===== src/rtl/mmc1_gen_if.sv =====
// mmc1_gen_if: CPU/PPU-side pins of the MMC1-class mapper, bundled for the core and its driver.
// Latency: none (plain wires); timing is set by the mapper core on the falling edge of m2.
// Backpressure: none; the CPU bus cannot stall.
// Ports: master drives CPU strobes/data and PPU A12..A10 and reads bank/select lines; slave is the mapper.
// Options: `define OUTER_PRG_EN widens prg_addr_out by one bit (SUROM outer bank).
interface mmc1_gen_if #(
    parameter int PRG_BANK_W = 4,
    parameter int CHR_BANK_W = 5
);
`ifdef OUTER_PRG_EN
    localparam int PRG_OUT_W = PRG_BANK_W + 1;
`else
    localparam int PRG_OUT_W = PRG_BANK_W;
`endif

    logic                  cpu_rw;
    logic                  romsel;
    logic                  cpu_A14;
    logic                  cpu_A13;
    logic                  cpu_D7;
    logic                  cpu_D0;
    logic [2:0]            ppu_addr_in;
    logic                  prg_wram_cs;
    logic                  prg_rom_oe;
    logic [PRG_OUT_W-1:0]  prg_addr_out;
    logic [CHR_BANK_W-1:0] ppu_addr_out;
    logic                  ppu_ciram_a10;
    logic [2:0]            load_count;

    modport master (
        output cpu_rw, romsel, cpu_A14, cpu_A13, cpu_D7, cpu_D0, ppu_addr_in,
        input  prg_wram_cs, prg_rom_oe, prg_addr_out, ppu_addr_out, ppu_ciram_a10, load_count
    );

    modport slave (
        input  cpu_rw, romsel, cpu_A14, cpu_A13, cpu_D7, cpu_D0, ppu_addr_in,
        output prg_wram_cs, prg_rom_oe, prg_addr_out, ppu_addr_out, ppu_ciram_a10, load_count
    );
endinterface


===== src/rtl/mmc1_gen.sv =====
// mmc1_gen: MMC1B-class NES mapper core; serial 5-bit register loads, PRG/CHR banking, mirroring, WRAM/ROM selects.
// Latency: a register commits on the falling m2 edge of the fifth accepted write; outputs are combinational from state.
// Backpressure: none; the CPU bus cannot stall, so back-to-back (RMW) writes are filtered, not held.
// Ports: m2 (sole clock, falling edge), rst_n (async active-low), bus (mmc1_gen_if.slave: CPU strobes/D0/D7,
//        PPU A12..A10 in; PRG/CHR bank lines, CIRAM A10, PRG /OE, WRAM /CS, load_count out).
// Options: `define OUTER_PRG_EN adds a SUROM outer PRG bit on prg_addr_out MSB, sourced from chr_bank_0[4].
module mmc1_gen #(
    parameter int         PRG_BANK_W = 4,
    parameter int         CHR_BANK_W = 5,
    parameter int         WRAM_GATE  = 1,
    parameter logic [4:0] RESET_CTRL = 5'b01100
) (
    input  logic         m2,
    input  logic         rst_n,
    mmc1_gen_if.slave    bus
);

    generate
        if (PRG_BANK_W < 1 || PRG_BANK_W > 4) begin : g_bad_prg_w
            $error("mmc1_gen: PRG_BANK_W must be in 1..4");
        end
        if (CHR_BANK_W < 1 || CHR_BANK_W > 5) begin : g_bad_chr_w
            $error("mmc1_gen: CHR_BANK_W must be in 1..5");
        end
    endgenerate

    logic [4:0] control_q, control_d;
    logic [4:0] chr0_q, chr0_d;
    logic [4:0] chr1_q, chr1_d;
    logic [4:0] prg_q, prg_d;
    logic [3:0] shift_q, shift_d;
    logic [2:0] load_count_q, load_count_d;
    logic       prev_read_q, prev_read_d;
    logic       write_ok;
    logic [4:0] commit_val;

    // A write is only taken when the previous cycle was a read; the second
    // half of an RMW double write therefore never touches state.
    assign write_ok = !bus.cpu_rw && !bus.romsel && prev_read_q;

    always_comb begin
        control_d    = control_q;
        chr0_d       = chr0_q;
        chr1_d       = chr1_q;
        prg_d        = prg_q;
        shift_d      = shift_q;
        load_count_d = load_count_q;
        prev_read_d  = bus.cpu_rw;
        commit_val   = {bus.cpu_D0, shift_q};
        if (write_ok) begin
            if (bus.cpu_D7) begin
                // Shift reset also forces the fix-last-bank PRG mode.
                load_count_d    = 3'd0;
                shift_d         = 4'd0;
                control_d[3:2]  = 2'b11;
            end else if (load_count_q != 3'd4) begin
                shift_d[load_count_q[1:0]] = bus.cpu_D0;
                load_count_d               = load_count_q + 3'd1;
            end else begin
                // Fifth bit: the address of this write picks the target.
                case ({bus.cpu_A14, bus.cpu_A13})
                    2'b00:   control_d = commit_val;
                    2'b01:   chr0_d    = commit_val;
                    2'b10:   chr1_d    = commit_val;
                    default: prg_d     = commit_val;
                endcase
                load_count_d = 3'd0;
                shift_d      = 4'd0;
            end
        end
    end

    always_ff @(negedge m2 or negedge rst_n) begin
        if (!rst_n) begin
            control_q    <= RESET_CTRL;
            chr0_q       <= 5'd0;
            chr1_q       <= 5'd0;
            prg_q        <= 5'd0;
            shift_q      <= 4'd0;
            load_count_q <= 3'd0;
            prev_read_q  <= 1'b1;
        end else begin
            control_q    <= control_d;
            chr0_q       <= chr0_d;
            chr1_q       <= chr1_d;
            prg_q        <= prg_d;
            shift_q      <= shift_d;
            load_count_q <= load_count_d;
            prev_read_q  <= prev_read_d;
        end
    end

    // PRG banking. Masking bit 0 and OR-ing A14 gives {b[N-1:1], A14}
    // and degenerates cleanly to plain A14 when N == 1.
    logic [PRG_BANK_W-1:0] prg_b;
    logic [PRG_BANK_W-1:0] prg_inner;

    assign prg_b = prg_q[PRG_BANK_W-1:0];

    always_comb begin
        case (control_q[3:2])
            2'b10:   prg_inner = bus.cpu_A14 ? prg_b : '0;
            2'b11:   prg_inner = bus.cpu_A14 ? '1 : prg_b;
            default: prg_inner = (prg_b & ~PRG_BANK_W'(1)) | PRG_BANK_W'(bus.cpu_A14);
        endcase
    end

`ifdef OUTER_PRG_EN
    assign bus.prg_addr_out = {chr0_q[4], prg_inner};
`else
    assign bus.prg_addr_out = prg_inner;
`endif

    // CHR banking; same masking trick for 8 KB mode.
    logic [CHR_BANK_W-1:0] chr0_b;
    logic [CHR_BANK_W-1:0] chr1_b;
    logic                  ppu_a12;

    assign chr0_b  = chr0_q[CHR_BANK_W-1:0];
    assign chr1_b  = chr1_q[CHR_BANK_W-1:0];
    assign ppu_a12 = bus.ppu_addr_in[2];

    assign bus.ppu_addr_out = control_q[4] ? (ppu_a12 ? chr1_b : chr0_b)
                                           : ((chr0_b & ~CHR_BANK_W'(1)) | CHR_BANK_W'(ppu_a12));

    always_comb begin
        case (control_q[1:0])
            2'b00:   bus.ppu_ciram_a10 = 1'b0;
            2'b01:   bus.ppu_ciram_a10 = 1'b1;
            2'b10:   bus.ppu_ciram_a10 = bus.ppu_addr_in[0];
            default: bus.ppu_ciram_a10 = bus.ppu_addr_in[1];
        endcase
    end

    logic wram_gated;
    assign wram_gated = (WRAM_GATE != 0) && prg_q[4];

    assign bus.prg_rom_oe  = bus.cpu_rw ? bus.romsel : 1'b1;
    assign bus.prg_wram_cs = !(m2 && bus.romsel && bus.cpu_A14 && bus.cpu_A13 && !wram_gated);
    assign bus.load_count  = load_count_q;

endmodule


===== src/flat_wrapper.sv =====
// flat-port wrapper written by rule: the top's interface ports become plain ports
module mmc1_gen_flat 
#(
    parameter int         PRG_BANK_W = 4,
    parameter int         CHR_BANK_W = 5,
    parameter int         WRAM_GATE  = 1,
    parameter logic [4:0] RESET_CTRL = 5'b01100
)
  (m2, rst_n, bus_cpu_rw, bus_romsel, bus_cpu_A14, bus_cpu_A13, bus_cpu_D7, bus_cpu_D0, bus_ppu_addr_in, bus_prg_wram_cs, bus_prg_rom_oe, bus_prg_addr_out, bus_ppu_addr_out, bus_ppu_ciram_a10, bus_load_count);
  mmc1_gen_if #(.PRG_BANK_W(PRG_BANK_W), .CHR_BANK_W(CHR_BANK_W)) bus_i ();
  input  logic m2;
  input  logic rst_n;
  input wire logic [$bits(bus_i.cpu_rw)-1:0] bus_cpu_rw;
  input wire logic [$bits(bus_i.romsel)-1:0] bus_romsel;
  input wire logic [$bits(bus_i.cpu_A14)-1:0] bus_cpu_A14;
  input wire logic [$bits(bus_i.cpu_A13)-1:0] bus_cpu_A13;
  input wire logic [$bits(bus_i.cpu_D7)-1:0] bus_cpu_D7;
  input wire logic [$bits(bus_i.cpu_D0)-1:0] bus_cpu_D0;
  input wire logic [$bits(bus_i.ppu_addr_in)-1:0] bus_ppu_addr_in;
  output wire logic [$bits(bus_i.prg_wram_cs)-1:0] bus_prg_wram_cs;
  output wire logic [$bits(bus_i.prg_rom_oe)-1:0] bus_prg_rom_oe;
  output wire logic [$bits(bus_i.prg_addr_out)-1:0] bus_prg_addr_out;
  output wire logic [$bits(bus_i.ppu_addr_out)-1:0] bus_ppu_addr_out;
  output wire logic [$bits(bus_i.ppu_ciram_a10)-1:0] bus_ppu_ciram_a10;
  output wire logic [$bits(bus_i.load_count)-1:0] bus_load_count;
  assign bus_i.cpu_rw = bus_cpu_rw;
  assign bus_i.romsel = bus_romsel;
  assign bus_i.cpu_A14 = bus_cpu_A14;
  assign bus_i.cpu_A13 = bus_cpu_A13;
  assign bus_i.cpu_D7 = bus_cpu_D7;
  assign bus_i.cpu_D0 = bus_cpu_D0;
  assign bus_i.ppu_addr_in = bus_ppu_addr_in;
  assign bus_prg_wram_cs = bus_i.prg_wram_cs;
  assign bus_prg_rom_oe = bus_i.prg_rom_oe;
  assign bus_prg_addr_out = bus_i.prg_addr_out;
  assign bus_ppu_addr_out = bus_i.ppu_addr_out;
  assign bus_ppu_ciram_a10 = bus_i.ppu_ciram_a10;
  assign bus_load_count = bus_i.load_count;
  mmc1_gen #(.PRG_BANK_W(PRG_BANK_W), .CHR_BANK_W(CHR_BANK_W), .WRAM_GATE(WRAM_GATE), .RESET_CTRL(RESET_CTRL)) u_core (.m2(m2), .rst_n(rst_n), .bus(bus_i));
endmodule

===== config.mk =====
export PLATFORM = sky130hd
export DESIGN_NAME = mmc1_gen_flat
export DESIGN_NICKNAME = d
export VERILOG_FILES = /design/src/rtl/mmc1_gen_if.sv /design/src/rtl/mmc1_gen.sv /design/src/flat_wrapper.sv
export SDC_FILE = /design/constraint.sdc
export NUM_CORES = 1
export LEC_CHECK = 0
export CAP_MARGIN = 20
export CORE_MARGIN = 2
export CORE_UTILIZATION = 45
export CTS_CLUSTER_SIZE = 40
export DETAILED_ROUTE_END_ITERATION = 12
export HOLD_SLACK_MARGIN = 0.15
export PLACE_DENSITY = 0.69
export REMOVE_ABC_BUFFERS = 1
export SYNTH_ARGS = -nofsm -noshare
export SYNTH_HDL_FRONTEND = slang
export SYNTH_SLANG_ARGS = --single-unit

===== constraint.sdc =====
create_clock -name m2 -period 2.2 [get_ports m2]
set_input_delay 0.44 -clock m2 [delete_from_list [all_inputs] [get_ports m2]]
set_output_delay 0.44 -clock m2 [all_outputs]
set_load 0.01 [all_outputs]

# [After elaboration in Yosys (flattened, before gate mapping)]
# Cells that the tools add are included.
[classes] n_addsub=1 order_cmp=2 eq_ne=8 mux=17 n_bitwise=5 reduce_logical=20
[ops] cell="4-bit two-way mux" count=6
[ops] cell="4-bit AND reduction" count=4
[ops] cell="5-bit two-way mux" count=2
[ops] cell="2-bit == test (second input constant)" count=4
[ops] cell="4-bit case mux with 2 select lines" count=1
[ops] cell="1-bit logical AND" count=7
[ops] cell="3-bit two-way mux" count=2
[ops] cell="5-bit by 1-bit OR with 5-bit output" count=1
[ops] cell="4-bit bitwise mux" count=1
[ops] cell="2-bit by 1-bit == test with 1-bit output (second input constant)" count=2
[ops] cell="1-bit zero test" count=4
[ops] cell="2-bit zero test" count=2
[ops] cell="4-bit by 1-bit OR with 4-bit output" count=1
[ops] cell="3-bit by 1-bit adder with 3-bit output (second input constant)" count=1
[ops] cell="2-bit by 3-bit < comparator with 1-bit output (second input constant)" count=1
[ops] cell="3-bit inequality test (second input constant)" count=1
[ops] cell="1-bit NOT" count=3
[ops] cell="1-bit case mux with 3 select lines" count=1
[ops] cell="3-bit AND reduction" count=1
[ops] cell="3-bit OR reduction" count=1
[ops] cell="1-bit demux with 2-bit select" count=1
[ops] cell="2-bit by 1-bit >= comparator with 1-bit output (second input constant)" count=1
[ops] cell="1-bit two-way mux" count=2
[ops] cell="2-bit two-way mux" count=1
[ops] cell="other kinds (2)" count=2
[word_totals] register_bits=28 wordCells=61

# [Depth between registers and ports, before layout]
# Gate-level depths: netlist of run 1.
[logic_depth] depth_word=7 mapped_depth=5 ltp_nobuf=5

==> reports/results.tsv, run 1 <==
metric	value	unit
routed-via-count	1159	
clock_skew	0.0715	ns
min_from	u_core.chr0_b[2]	
synth_cell_type_count	28	
arrival	2.60	ns
dp.cells	203	
crit_family	flip-flops	
grt_pass1_wl	6.26	mm
track_usage	0.249	
port_buffers	25	
start_kind	flop	
firstDrtPassIters	4	
rsz0062_at_grt	yes	
reg2reg_to	u_core.control_q[4]	
clk_latency	0.51	ns
path_max_fanout	5	
critPathCapture	bus_prg_addr_out[1]	
crit_chain	buf_4, a21oi_1, nor2_1, buf_2	
ant_nets	0	
worstMarginPinSlew	0.392	ns
insertedDiodeCount	0	
yosys_register_bits	28	
die-area	3610	µm²
postSynthCellCount	115	
die-height	60.1	µm
timing.critical_path.buf_inv	2	
die_width	60.1	µm
final_cell_area	2140	µm²
grt_max_degree	25	
final_core_util	0.705	
layout_setup_ws	-0.838	ns
ir_drop	0.000406	V
setup_viol	37	
crit_type	reg2out	
slew_violations	0	
routedWlPerCell	16.6	µm
p_total	0.00127	W
yosys.area.top_type	dfrtn_1	
io_pins	26	
violations	negative setup slack	
antenna_found_initial	0	
core	3030	µm²
clkTransAtPathRegs	0.10	ns
ys_warn_count	0	
cp.depth	4	
endpoint_kind	output port	
synth_top_cell_area_share	0.442	
worstHoldPathType	reg2reg	
slew_headroom	0.739	
grt_overflow_total	0	
nets	193	
synth_area_leaders	dfrtn_1, mux2_2, dfstp_2	
viasPerCell	5.24	
hold_viol_final	0	
gp_congestion	0.837	
synth-seq-area-share	0.497	
start_util	0.468	
worst_ep_required_time	1.76	ns
slowest_delay	0.58	ns
rrSetupSlack	0.11	ns
drc	0	
maxCapViolations	0	
synth.cell_area	1420	µm²
grt_pass1_vias	1299	
crit_start	u_core.control_q[3]	
cellPowerDensity	595	nW/µm²
place_area	1900	µm²
postRouteWirelength	3.66	mm
synth.avg_cell_area	12.3	µm²
cp_slowest_cell	dfstp_2	
drt_iter0_markers	31	
r2r_start	u_core.bus.load_count[0]	
num_rows	20	
status	complete, but fails checks	
leakage	1.07	nW
area_delta_synth_final	50.8	%
drive_gt1_frac	0.525	
r2r_cells	8	
final_cell_count_no_fill	221	
cts_tree	built	
dp_hpwl	2.38	mm
fin_tns_setup	-14.45	ns
## where the power goes
part           switching, W  total, W  internal, W
Combinational      0.000147  0.000311     0.000164
Sequential        0.0000566  0.000625     0.000568
Clock              0.000193  0.000334     0.000141
## cells in the mapped netlist
cell type,number
a22o_1,1
nor4_4,2
nor3_4,1
nand3b_1,2
o21ai_0,5
nor4b_4,1
nand2_1,4
nor2b_1,2
nor2_1,6
or3_1,1
a41oi_1,1
a21oi_1,10
o22a_1,2
buf_2,1
a32o_1,3
o211a_1,1
nand2b_1,3
a21o_1,1
nor3b_1,1
or3b_1,1
mux2_2,23
dfrtn_1,25
ha_1,4
nand4b_1,1
dfstp_2,3
clkbuf_1,1
inv_1,7
a31oi_1,2
## state kept, by name, indices dropped and copies added (netlist names)
register               flops
u_core.chr0_b              5
u_core.bus.load_count      3
u_core.prev_read_q         1
u_core.shift_q             4
u_core.prg_q               5
u_core.control_q           5
u_core.chr1_b              5
## final cells by class
type,instances,area (µm²)
clock buffer,7,50.0
clock inverter,4,16.3
tap,44,55.1
inverter,6,22.5
sequential,28,704
fill,218,892
timing repair buffer,54,483
multi-input combinational,78,805
## metrics by stage
stage               hold WS, ns  setup slack (ns)
finish                    0.462            -0.838
global route              0.476            -0.933
CTS                       0.463            -0.839
detailed placement        0.454             -1.36
global placement          0.444             -1.30
floorplan                 0.434            -0.834
## what timing repair did
action,in CTS,in global routing
setup buffers,6,4
pin swaps,10,7
endpoints found under the setup margin,44,39
resized for setup,116,6
hold buffers,0,0
## cell usage in the layout (no fill, tap or decap), drive strengths merged, types with 2 or more instances in the layout
| cell | count |
|---|---|
| buf | 47 |
| dfrtn | 25 |
| mux2 | 23 |
| a21oi | 10 |
| inv | 9 |
| clkbuf | 6 |
| nor2 | 6 |
| o21ai | 5 |
| clkdlybuf4s50 | 5 |
| ha | 4 |
| nand2 | 4 |
| a32o | 3 |
| dfstp | 3 |
| nand2b | 3 |
| o22a | 2 |
| a31oi | 2 |
| nand3b | 2 |
| nor4 | 2 |
| nor2b | 2 |
| dlygate4sd2 | 2 |
## cell families (layout without fill, tap and decap cells)
family | after synthesis | in the layout | synth area share
flip-flops | 28 | 28 | 0.497
AO/OA/AOI/OAI | 26 | 26 | 0.120
AND/OR/NAND/NOR | 25 | 25 | 0.140
multiplexers | 23 | 23 | 0.183
buffers and inverters | 9 | 71 | 0.0247
adder cells (fa/ha/maj) | 4 | 4 | 0.0353
## how the worst min path moves through the flow
stage	depth (start not counted)	slack (ns)	endpoint
floorplan	1	0.43	u_core.prg_q[4]
global placement	1	0.44	u_core.chr0_b[2]
detailed placement	1	0.45	u_core.chr0_b[4]
CTS	1	0.46	u_core.chr0_b[2]
global route	1	0.48	u_core.chr0_b[2]
finish	1	0.46	u_core.chr0_b[2]
## routing by layer
layer  global-route usage  wire length, µm
met1                0.273             1490
met2                0.427             1970
met3               0.0823              134
met4                0.124               72
met5                    0                0
(Power assumes the default switching activity.)
==> inputs of run 2 (changes only) <==
--- a/config.mk
+++ b/config.mk
@@ -5,13 +5,14 @@
 export SDC_FILE = /design/constraint.sdc
 export NUM_CORES = 1
 export LEC_CHECK = 0
+export ABC_AREA = 1
 export CAP_MARGIN = 20
 export CORE_MARGIN = 2
-export CORE_UTILIZATION = 45
+export CORE_UTILIZATION = 25
 export CTS_CLUSTER_SIZE = 40
 export DETAILED_ROUTE_END_ITERATION = 12
 export HOLD_SLACK_MARGIN = 0.15
-export PLACE_DENSITY = 0.69
+export PLACE_DENSITY = 0.43
 export REMOVE_ABC_BUFFERS = 1
 export SYNTH_ARGS = -nofsm -noshare
 export SYNTH_HDL_FRONTEND = slang
==> reports/results.tsv, run 2 <==
metric	value	unit
wl_met3	161	µm
routedWlPerCell	11.8	µm
grt_overflow_total	0	
leakage	1.27	nW
async_flop_share	1.00	
start_util	0.260	
reg2reg_to	u_core.chr0_b[2]	
path_max_fanout	3	
wl_met2	1.93	mm
yosys.area.top_type	dfrtn_1	
worst_ep_required_time	1.76	ns
crit_start	u_core.control_q[3]	
nets	281	
ys.flop_type	dfrtn_1	
grt_max_degree	17	
synth.most_common_cell	nand2_1	
postRouteWirelength	4.00	mm
cp.depth	6	
clock_skew	0.0556	ns
synth_area_leaders	dfrtn_1, nand2_1, nand4_1	
synth.avg_cell_area	8.09	µm²
ir_drop	0.000378	V
hold_viol_final	0	
core	5920	µm²
gp_congestion	0.753	
slew_violations	0	
cts_tree	built	
die_width	82.4	µm
worstMarginPinSlew	0.295	ns
maxCapViolations	0	
p_total	0.00147	W
slew_headroom	0.801	
viasPerCell	4.39	
crit_chain	inv_2, nor2_1, nand2_1, o21ai_1, inv_1, buf_6	
setup_viol	15	
n_fill_cell	622	
ant_nets	0	
drc	0	
insertedDiodeCount	0	
yosys_register_bits	28	
synth_top_cell_area_share	0.407	
antenna_found_initial	0	
cp_slowest_cell	dfstp_2	
crit_type	reg2out	
hold_ws	0.417	ns
synth_edf_count	0	
die-height	82.4	µm
rsz0062_at_grt	yes	
rrSetupSlack	0.56	ns
yosys-top-cells-count	nand2_1, dfrtn_1, nand4_1	
postSynthCellCount	190	
synth_cell_type_count	23	
clkTransAtPathRegs	0.06	ns
final_cell_area	2330	µm²
synth.cell_area	1540	µm²
regArea	704	µm²
mostFrequentLayoutCells	nand2_1, buf_4, dfrtn_1	
dp_slack	-0.747	ns
r2r_cells	9	
critPathCapture	bus_prg_addr_out[1]	
drt_iter0_markers	31	
timing.critical_path.buf_inv	3	
place_area	2160	µm²
port_buffers	25	
io_pins	26	
top_layer_used	met4	
area_delta_synth_final	51.5	%
multi_input_area	767	µm²
final_common_cell	nand2_1	
cts_hold_buf	0	
num_rows	28	
clk_latency	0.45	ns
grt_pass1_vias	1477	
cellPowerDensity	631	nW/µm²
die-area	6790	µm²
crit_family	flip-flops	
final_core_util	0.393	
endpoint_kind	output port	
violations	negative setup slack	
status	complete, but fails checks	
start_kind	flop	
routed-via-count	1494	
slowest_delay	0.54	ns
track_usage	0.132	
layout_setup_ws	-0.798	ns
grt_pass1_wl	6.74	mm
wl_met1	1.86	mm
worstHoldPathType	reg2reg	
arrival	2.56	ns
synth-seq-area-share	0.458	
firstDrtPassIters	4	
dp_hpwl	2.93	mm
drive_gt1_frac	0.362	
r2r_start	u_core.bus.load_count[0]	
ys_warn_count	0	
==> run 2: changes by cell type after synthesis, sizes merged, moves of 6 or more <==
cell,delta
nand2,+58
nand4,+22
mux2,-19
inv,+13
nand3,+11
nor2,+11
a21oi,-8
o21ai,+6
==> run 2: worst min path at each step <==
stage,start,end,slack [ns],depth (start not counted)
6_report,u_core.prg_q[3],u_core.prg_q[3],0.42,2
4_1_cts,u_core.prg_q[3],u_core.prg_q[3],0.42,2
3_3_place_gp,u_core.prg_q[3],u_core.prg_q[3],0.41,2
2_1_floorplan,u_core.chr0_b[1],u_core.chr0_b[1],0.40,2
3_5_place_dp,u_core.prg_q[3],u_core.prg_q[3],0.42,2
5_1_grt,u_core.prg_q[3],u_core.prg_q[3],0.46,2
==> run 2: tightest hold or removal path, delay by kind of cell (launching register included) <==
kind,cells,cell delay [ns]
DFF,1,0.41
and+or+nand+nor,2,0.10
==> run 2: repair_timing <==
action | 4_1_cts | 5_1_grt
gates resized for setup | 85 | 9
cloned | 0 | 1
pin swaps | 8 | 3
setup endpoints to repair | 43 | 37
setup buffers | 7 | 0
==> run 2: cell type report <==
cell class / count / share of cell area
multi-input combinational: 136 / 0.329
sequential: 28 / 0.303
timing repair buffer: 71 / 0.251
clock buffer: 8 / 0.0408
tap: 75 / 0.0403
inverter: 19 / 0.0306
clock inverter: 3 / 0.00484
==> run 2: metal layers <==
layer / GRT usage / up-vias
li1: - / 774
met1: 0.167 / 680
met2: 0.221 / 32
met3: 0.0337 / 8
met4: 0.0417 / 0
met5: 0 / -
==> run 2: power breakdown <==
group / switching (W) / internal, W / total, W
registers: 0.0000514 / 0.000581 / 0.000633
clock network: 0.000204 / 0.000268 / 0.000471
logic: 0.000194 / 0.000171 / 0.000365
total: 0.000448 / 0.00102 / 0.00147
==> run 2: kinds of logic (layout without fill, tap and decap cells) <==
logic type	count (synthesis)	in the layout	share of synthesized area
AO/OA/AOI/OAI	15	15	0.0513
adder cells (fa/ha/maj)	4	4	0.0326
buffers and inverters	26	101	0.0749
flip-flops	28	28	0.458
multiplexers	4	4	0.0293
AND/OR/NAND/NOR	113	113	0.353
==> run 2: through the flow <==
step,TNS [ns],instances
after floorplan,-8.59,184
after global placement,-25.73,323
after detailed placement,-25.36,323
after CTS,-8.52,339
after global routing,-9.32,340
final,-8.32,340
